==> src/rtl/freq_gen_pkg.sv <==
// freq_gen_pkg
// Shared definitions for the programmable clock-divider controller.
//   fgState   : controller state encoding (IDLE, RUN, DRAIN)
//   LIMIT_MIN : smallest period length that can produce a real square wave
//   CLK_HZ    : nominal InputCLK frequency
//   hzToLimit : converts a target frequency to a CfgLimit value
package freq_gen_pkg;

  typedef enum logic [1:0] {
    IDLE  = 2'd0,
    RUN   = 2'd1,
    DRAIN = 2'd2
  } fgState;

  localparam int unsigned LIMIT_MIN = 2;
  localparam int unsigned CLK_HZ    = 100000000;

  // Constant function for instantiators; f must be non-zero.
  function automatic int unsigned hzToLimit(input int unsigned f);
    return CLK_HZ / f;
  endfunction

endpackage

==> src/rtl/period_counter.sv <==
// period_counter
// Period counter for freq_gen_ctrl. It counts 0..limit-1 while enabled and
// produces the registered divided-clock level from the next count value, so
// the level stays aligned with the count register.
//   InputCLK : clock
//   nReset   : asynchronous active-low reset
//   enable   : advance the count this cycle
//   clear    : force the count to 0 and the clock level low (wins over enable)
//   limit    : active period length L (>= 2)
//   wrap     : count is at L-1 (last cycle of the period)
//   clkCmp   : registered divided clock, high for counts >= L>>1
module period_counter
  import freq_gen_pkg::*;
#(
  parameter int unsigned CNT_BITS = 20
) (
  input  logic                InputCLK,
  input  logic                nReset,
  input  logic                enable,
  input  logic                clear,
  input  logic [CNT_BITS-1:0] limit,
  output logic                wrap,
  output logic                clkCmp
);

  logic [CNT_BITS-1:0] cnt;
  logic [CNT_BITS-1:0] cntNext;

  assign wrap    = (cnt == (limit - CNT_BITS'(1)));
  assign cntNext = wrap ? '0 : (cnt + CNT_BITS'(1));

  always_ff @(posedge InputCLK or negedge nReset) begin
    if (!nReset) begin
      cnt    <= '0;
      clkCmp <= 1'b0;
    end else if (clear) begin
      cnt    <= '0;
      clkCmp <= 1'b0;
    end else if (enable) begin
      cnt    <= cntNext;
      // After a wrap the limit may change, but cntNext is then 0 and any
      // legal limit gives a low level, so comparing against the current
      // limit is always correct.
      clkCmp <= (cntNext >= (limit >> 1));
    end
  end

endmodule

==> src/rtl/freq_gen_ctrl.sv <==
// freq_gen_ctrl
// Programmable clock divider: emits a square wave and a period-start strobe
// from InputCLK, with runtime period/burst configuration applied glitch-free
// at period boundaries.
//   InputCLK  : clock            nReset   : async active-low reset
//   CfgValid/CfgReady : config handshake carrying CfgLimit (L) and CfgBurst (N, 0 = continuous)
//   Start/Stop: run control      OutputCLK: divided clock
//   Tick      : period-start strobe        Busy: RUN or DRAIN
//   Done      : pulse on return to IDLE    CfgErr: pulse on rejected config
//
// state | meaning
// IDLE  | counter held at 0, configs load straight into the active registers
// RUN   | generating periods; configs wait in the shadow until the next wrap
// DRAIN | stop requested, finishing the current period
module freq_gen_ctrl
  import freq_gen_pkg::*;
#(
  parameter int unsigned CNT_BITS      = 20,
  parameter int unsigned BURST_BITS    = 8,
  parameter int unsigned DEFAULT_LIMIT = 1000000
) (
  input  logic                  InputCLK,
  input  logic                  nReset,
  input  logic                  CfgValid,
  output logic                  CfgReady,
  input  logic [CNT_BITS-1:0]   CfgLimit,
  input  logic [BURST_BITS-1:0] CfgBurst,
  input  logic                  Start,
  input  logic                  Stop,
  output logic                  OutputCLK,
  output logic                  Tick,
  output logic                  Busy,
  output logic                  Done,
  output logic                  CfgErr
);

  fgState                state, stateNext;
  logic [CNT_BITS-1:0]   limitQ, limitNext;
  logic [CNT_BITS-1:0]   shadowLimit, shadowLimitNext;
  logic [BURST_BITS-1:0] burstQ, burstNext;
  logic [BURST_BITS-1:0] remainQ, remainNext;
  logic [BURST_BITS-1:0] shadowBurst, shadowBurstNext;
  logic                  cfgReadyQ, cfgReadyNext;
  logic                  tickQ, tickNext;
  logic                  busyQ, busyNext;
  logic                  doneQ, doneNext;
  logic                  errQ, errNext;
  logic                  cntEnable, cntClear, wrap, clkCmp;
  logic                  xfer, cfgOk, go, finish;

  period_counter #(
    .CNT_BITS(CNT_BITS)
  ) uCounter (
    .InputCLK(InputCLK),
    .nReset  (nReset),
    .enable  (cntEnable),
    .clear   (cntClear),
    .limit   (limitQ),
    .wrap    (wrap),
    .clkCmp  (clkCmp)
  );

  always_comb begin
    xfer            = CfgValid && cfgReadyQ;
    cfgOk           = xfer && (CfgLimit >= CNT_BITS'(LIMIT_MIN));
    errNext         = xfer && !cfgOk;
    go              = Start && !Stop;
    finish          = 1'b0;
    stateNext       = state;
    limitNext       = limitQ;
    burstNext       = burstQ;
    remainNext      = remainQ;
    shadowLimitNext = shadowLimit;
    shadowBurstNext = shadowBurst;
    cfgReadyNext    = cfgReadyQ;
    cntEnable       = 1'b0;
    cntClear        = 1'b0;

    unique case (state)
      IDLE: begin
        cntClear = 1'b1;
        if (cfgOk) begin
          limitNext = CfgLimit;
          burstNext = CfgBurst;
        end
        if (go) begin
          stateNext  = RUN;
          remainNext = cfgOk ? CfgBurst : burstQ;
        end
      end
      RUN, DRAIN: begin
        // A Stop sampled on the wrap cycle ends the run right there: the
        // current period is already complete.
        if (wrap) begin
          finish = (state == DRAIN) || Stop ||
                   ((burstQ != '0) && (remainQ == BURST_BITS'(1)));
        end else if ((state == RUN) && Stop) begin
          stateNext = DRAIN;
        end

        if (finish) begin
          stateNext = IDLE;
          cntClear  = 1'b1;
        end else begin
          cntEnable = 1'b1;
        end

        if (wrap && (burstQ != '0)) begin
          remainNext = remainQ - BURST_BITS'(1);
        end

        // Shadow full is the same as CfgReady low.
        if (wrap && !cfgReadyQ) begin
          limitNext    = shadowLimit;
          burstNext    = shadowBurst;
          remainNext   = shadowBurst;
          cfgReadyNext = 1'b1;
        end

        // A config arriving on the cycle the run ends goes straight to the
        // active registers so nothing is left stranded in the shadow.
        if (cfgOk) begin
          if (finish) begin
            limitNext = CfgLimit;
            burstNext = CfgBurst;
          end else begin
            shadowLimitNext = CfgLimit;
            shadowBurstNext = CfgBurst;
            cfgReadyNext    = 1'b0;
          end
        end
      end
      default: begin
        stateNext = IDLE;
        cntClear  = 1'b1;
      end
    endcase

    busyNext = (stateNext != IDLE);
    tickNext = busyNext && (cntClear || wrap);
    doneNext = (state != IDLE) && (stateNext == IDLE);
  end

  always_ff @(posedge InputCLK or negedge nReset) begin
    if (!nReset) begin
      state       <= IDLE;
      limitQ      <= CNT_BITS'(DEFAULT_LIMIT);
      burstQ      <= '0;
      remainQ     <= '0;
      shadowLimit <= '0;
      shadowBurst <= '0;
      cfgReadyQ   <= 1'b1;
      tickQ       <= 1'b0;
      busyQ       <= 1'b0;
      doneQ       <= 1'b0;
      errQ        <= 1'b0;
    end else begin
      state       <= stateNext;
      limitQ      <= limitNext;
      burstQ      <= burstNext;
      remainQ     <= remainNext;
      shadowLimit <= shadowLimitNext;
      shadowBurst <= shadowBurstNext;
      cfgReadyQ   <= cfgReadyNext;
      tickQ       <= tickNext;
      busyQ       <= busyNext;
      doneQ       <= doneNext;
      errQ        <= errNext;
    end
  end

  assign OutputCLK = clkCmp;
  assign Tick      = tickQ;
  assign Busy      = busyQ;
  assign Done      = doneQ;
  assign CfgErr    = errQ;
  assign CfgReady  = cfgReadyQ;

endmodule

==> config.mk <==
export PLATFORM = sky130hd
export DESIGN_NAME = freq_gen_ctrl
export DESIGN_NICKNAME = d
export VERILOG_FILES = /design/src/rtl/freq_gen_pkg.sv /design/src/rtl/period_counter.sv /design/src/rtl/freq_gen_ctrl.sv
export SDC_FILE = /design/constraint.sdc
export NUM_CORES = 1
export LEC_CHECK = 0
export CAP_MARGIN = 5
export CORE_MARGIN = 2
export CORE_UTILIZATION = 50
export CTS_CLUSTER_SIZE = 14
export DETAILED_ROUTE_END_ITERATION = 6
export PLACE_DENSITY = 0.67
export SYNTH_ARGS = -nofsm -noshare
export SYNTH_HDL_FRONTEND = slang
export SYNTH_SLANG_ARGS = --single-unit
==> constraint.sdc <==
create_clock -name InputCLK -period 6.6 [get_ports InputCLK]
set_input_delay 1.32 -clock InputCLK [delete_from_list [all_inputs] [get_ports InputCLK]]
set_output_delay 1.32 -clock InputCLK [all_outputs]
set_load 0.02 [all_outputs]
# == Word-level counts from Yosys, hierarchy flattened ==
# Cells that the tools add are included.
# op_classes
n_addsub,3
magnitude_cmp,2
n_eq_ne,7
mux,33
n_bitwise,1
reduce_logical,27
# op_table
op,n
$mux W20,7
$mux W8,7
$pmux W20 S2,1
$pmux W8 S2,2
$add A20 B1 Y20 const B,1
$eq A20 B20 Y1,1
$ge A20 B19 Y1,1
$ge A20 B2 Y1 const B,1
$sub A20 B1 Y20 const B,1
$mux W1,11
$logic_and A1 B1 Y1,10
$eq A8 B1 Y1 const B,1
$mux W2,4
$reduce_bool A2 Y1,4
$reduce_bool A8 Y1,1
$sub A8 B1 Y8 const B,1
$reduce_and A3 Y1,2
$logic_not A2 Y1,2
$ne A2 B2 Y1 const B,2
$pmux W2 S2,1
$logic_not A1 Y1,3
$logic_or A1 B1 Y1,3
$ne A3 B3 Y1 const B,1
$eq A2 B1 Y1 const B,1
4 further kinds,4
# totals
ff_bits,92
input_bits,33
output_inout_bits,6
word_cells,86

# == Depth between registers and ports, before layout ==
# logic_depth
ltp_word,9
depth_mapped,21
ltp_nobuf,18

# == Cells and area by module ==
# From an unflattened synthesis, not the netlist that was laid out.
# hier_totals
hier_cells,664
area_unflattened_um2,6303.5
# modules_own_cells
mod,n_inst,cells_each,area_each_um2
freq_gen_ctrl,1,306,3587.2
period_counter,1,358,2716.4

# == Worst setup path after synthesis ==
# No wires, ideal clock.
# synth_timing
path_kind,reg2reg
start,register limitQ[0]
end,register uCounter.clkCmp
arrival_time_ns,4.757
required_ns,6.457
setup_slack_ns,1.700
path_stages_with_launch,22
n_path_buf,3
period_less_slack_ns,4.900
cell_sequence,dfrtp_1 > inv_1 > ha_1 > or4b_1 > clkbuf_1 > or2_2 > nor4_2 > o22ai_1 > or4_1 > buf_4 > nor2_1 > clkbuf_1 > nor2_1 > ha_1 > a21o_1 > a21o_1 > a21oi_1 > nor2b_1 > o21ai_0 > a2111oi_0 > a2111oi_0 > o22ai_1
# synth_between
elab_chain_len,7
word_cells_on_any_way,13
cone_classes,add/sub: 1; order compare: 1; eq/ne: 1; mux: 9; reduce/logical: 1
# synth_rtl
element,line_no,rtl
from (decl),freq_gen_ctrl.sv:38,"logic [CNT_BITS-1:0] limitQ, limitNext;"
from (signal assigned),freq_gen_ctrl.sv:147,limitQ <= CNT_BITS'(DEFAULT_LIMIT);
from (signal assigned),freq_gen_ctrl.sv:159,limitQ <= limitNext;
$sub A20 B1 Y20 (*),period_counter.sv:29,assign wrap = (cnt == (limit - CNT_BITS'(1)));
$eq A20 B20 Y1 (*),period_counter.sv:29,
branches (longest 5 deep; another with $ge A20 B19 Y1),n/a,
to (signal assigned),period_counter.sv:44,clkCmp <= (cntNext >= (limit >> 1));
to (decl),period_counter.sv:23,output logic clkCmp
# Mark *: on every way between the ends. The select of a mux whose other input is x is not followed.
# A chain may end at the register's enable or synchronous reset.

# == Worst setup path after layout ==
# Same ends and word-level chain as after synthesis.

==> metrics.txt <==
WP data required=6.81 ns; top cell type by total area after synthesis=dfrtp_1; Min-Delay Path Class=reg2reg; top_reg_cell synth=dfrtp_1; hold_sp=limitQ[19]; die width=112.6 um; core area=11470 um^2; DR vias=4849; largest net degree at the start of global routing=63; first-pass GRT wire length=25290 um; R2R Path End=uCounter.clkCmp; Clock Tree Root=clkbuf_16; distinct cell type count after synthesis=64; CP Buf/Inv Count=2; min Tclk post-route=5.602 ns; Synth Net Count=682; PD cells=459.0 nW/um^2; Slew @ Worst Pin=1.086 ns; CP max-delay cell=or4_1; Cells after Synth=622; initial antenna violation count=0; iteration count of the initial detailed-routing pass=5; highest cell delay on the worst timing path=0.78 ns; Antenna diodes=0; Max Cap Viol=0; fin. max-slew vios=0; share of the synthesized area in the top cell type=0.3565; CTS sink count=92; YS warnings=0; initial DRC count=344; clock tree buffer depth=2; worst skew pair latency=0.36 ns; htree depth=3; Area growth syn-to-layout=12.45%; die height=112.6 um; CP max FO=26; Synth Register Bits=92; Wirelength per Cell=19.01 um; r2r setup slk=1.0 ns; syn_area_per_cell=9.481 um^2; f_max=0.1785 GHz; hold_buf cts=0; clk slew on worst S/H paths=0.07 ns; crit start category=flop; Worst Skew=0.01094 ns; DRC viols=0; Hold Crit Endpoint=limitQ[19]; largest cells by area after synthesis=dfrtp_1 36%, ha_1 5.7%, nor2_1 4.4%; IO Count=39; post-DP HPWL=11140 um; delay-heaviest family, CP=simple AND/OR/NAND/NOR gates; sequential share of the synthesized area=0.3921; Layout Cells excl Fill=794; Placed Cells=778; Row Count=39; count leader, synth=dfrtp_1; CTS tree=yes; Post-DRT Antenna Nets=0; CTS Buf Count=9; worst hold slack=0.5094 ns; grt total ovfl=0; GPL Wtd Cong=0.8798; Post-Route Utilization=0.5783; vias per inst=6.107; synthesized area=5897 um^2; R2R cell count=19; Tot Pwr=3.044 mW; Slew headroom=0.2758; Pleak=2.771 nW; vias in the first global route=4974; crit path cell chain=inv_1 > ha_1 > or4b_1 > or2_2 > nor4_2 > o22ai_1 > or4_1 > nor2_1 > buf_4 > or2_2 > ha_1 > nand2b_1 > a21o_1 > a21o_1 > a21o_1 > a41oi_1 > a2111oi_0 > a2111oi_0 > o22ai_1; r2r startpoint=limitQ[0]; asr flop ratio synth=1.000; CP Class=reg2reg; EDFF count, synth=0; Tot GR Track Use=0.2520; Final Worst Setup Slack=0.9985 ns; design area=6631 um^2; crit-path most repeated cell=a21o_1; post-CTS setup buffers=0; Peak supply drop=0.0002216 V; starting density of the core=0.5142; worst hold path depth=1; RSZ-0062 raised after global routing=false; Arr. time, crit path=5.81 ns; outcome=complete, no violations; I/O Buffers=38; Die Area=12680 um^2; Setup WS pre-CTS=1.104 ns; setup tns final=0 ns; WL final=15090 um; crit path capture type=flop; Fin. Hold Viols=0; Placed Area=6355 um^2; setup violators final=0; final period utilization=0.8487; Final #Nets=706; share of layout cells above drive strength 1=0.1167; Post-CTS Resized=0; top cells by count, synth=84 x dfrtp_1, 69 x nor2_1, 35 x nand2_1
## final cells by class
type / count / area [um^2]
Clock buffer: 9 / 225.2
Clock inverter: 7 / 51.30
Fill cell: 1022 / 4836
Inverter: 35 / 131.4
Multi-Input combinational cell: 463 / 3302
Sequential cell: 92 / 2312
Tap cell: 143 / 178.9
Timing Repair Buffer: 45 / 430.4
## placed cells by master (no fill, tap or decap), types with 4 or more instances in the layout
cell type        instances
dfrtp_1                 84
nor2_1                  69
clkdlybuf4s50_1         37
nand2_1                 35
inv_1                   34
nor4_1                  30
ha_1                    27
xor2_1                  24
xnor2_1                 21
a21oi_1                 21
a22oi_1                 20
o2bb2ai_1               20
nand3_1                 20
mux2_2                  19
nor3_1                  15
a31oi_1                 15
mux2_4                   9
clkbuf_16                9
dfstp_2                  8
or3_1                    8
buf_4                    8
and3_1                   7
and4_1                   6
nor2b_1                  6
o21ai_0                  6
o22ai_1                  6
a21o_1                   5
o211ai_1                 5
a2111oi_0                5
a2111oi_1                5
or4_1                    5
nand2b_1                 4
or2_2                    4
## per-layer routing
layer | global-route usage | wire (um) | vias up | part of all wire
li1 | - | - | 2345 | -
met1 | 0.3218 | 6509 | 2351 | 0.43
met2 | 0.4196 | 7492 | 118 | 0.50
met3 | 0.02916 | 507 | 35 | 0.034
met4 | 0.1350 | 583 | 0 | 0.039
met5 | 0 | 0 | - | 0
## worst max path at each step
stage	startpoint	endpoint	slack (ns)	depth (start not counted)
6_report	limitQ[0]	uCounter.clkCmp	1.0	19
2_1_floorplan	limitQ[0]	uCounter.clkCmp	1.70	21
4_1_cts	limitQ[0]	uCounter.clkCmp	1.07	19
3_5_place_dp	limitQ[0]	uCounter.clkCmp	1.10	19
5_1_grt	limitQ[1]	uCounter.clkCmp	0.69	19
3_3_place_gp	limitQ[0]	uCounter.clkCmp	1.32	19
## report_power, final
part / total [mW] / internal [mW] / switching [mW] / leakage [nW]
combinational: 1.51 / 0.637 / 0.875 / 1.48
clock: 0.495 / 0.258 / 0.237 / 0.137
sequential: 1.04 / 0.798 / 0.239 / 1.16
## state kept, by name, indices dropped and copies added (netlist names)
name / cells
uCounter.clkCmp: 1
Busy: 1
state: 2
shadowLimit: 20
Done: 1
shadowBurst: 8
limitQ: 20
uCounter.cnt: 20
CfgErr: 1
CfgReady: 1
burstQ: 8
remainQ: 8
Tick: 1
## cell families (layout without fill, tap and decap cells)
group                    count (synthesis)  after routing  synth area share
AO/OA/AOI/OAI                          137            137            0.1763
XOR/XNOR                                45             45           0.06684
adder cells (fa/ha/maj)                 27             27           0.05729
buffers and inverters                   67             96           0.04986
flip-flops                              92             92            0.3921
multiplexers                            30             30           0.06259
AND/OR/NAND/NOR                        224            224            0.1950
Power figures use the tool's default switching activity.
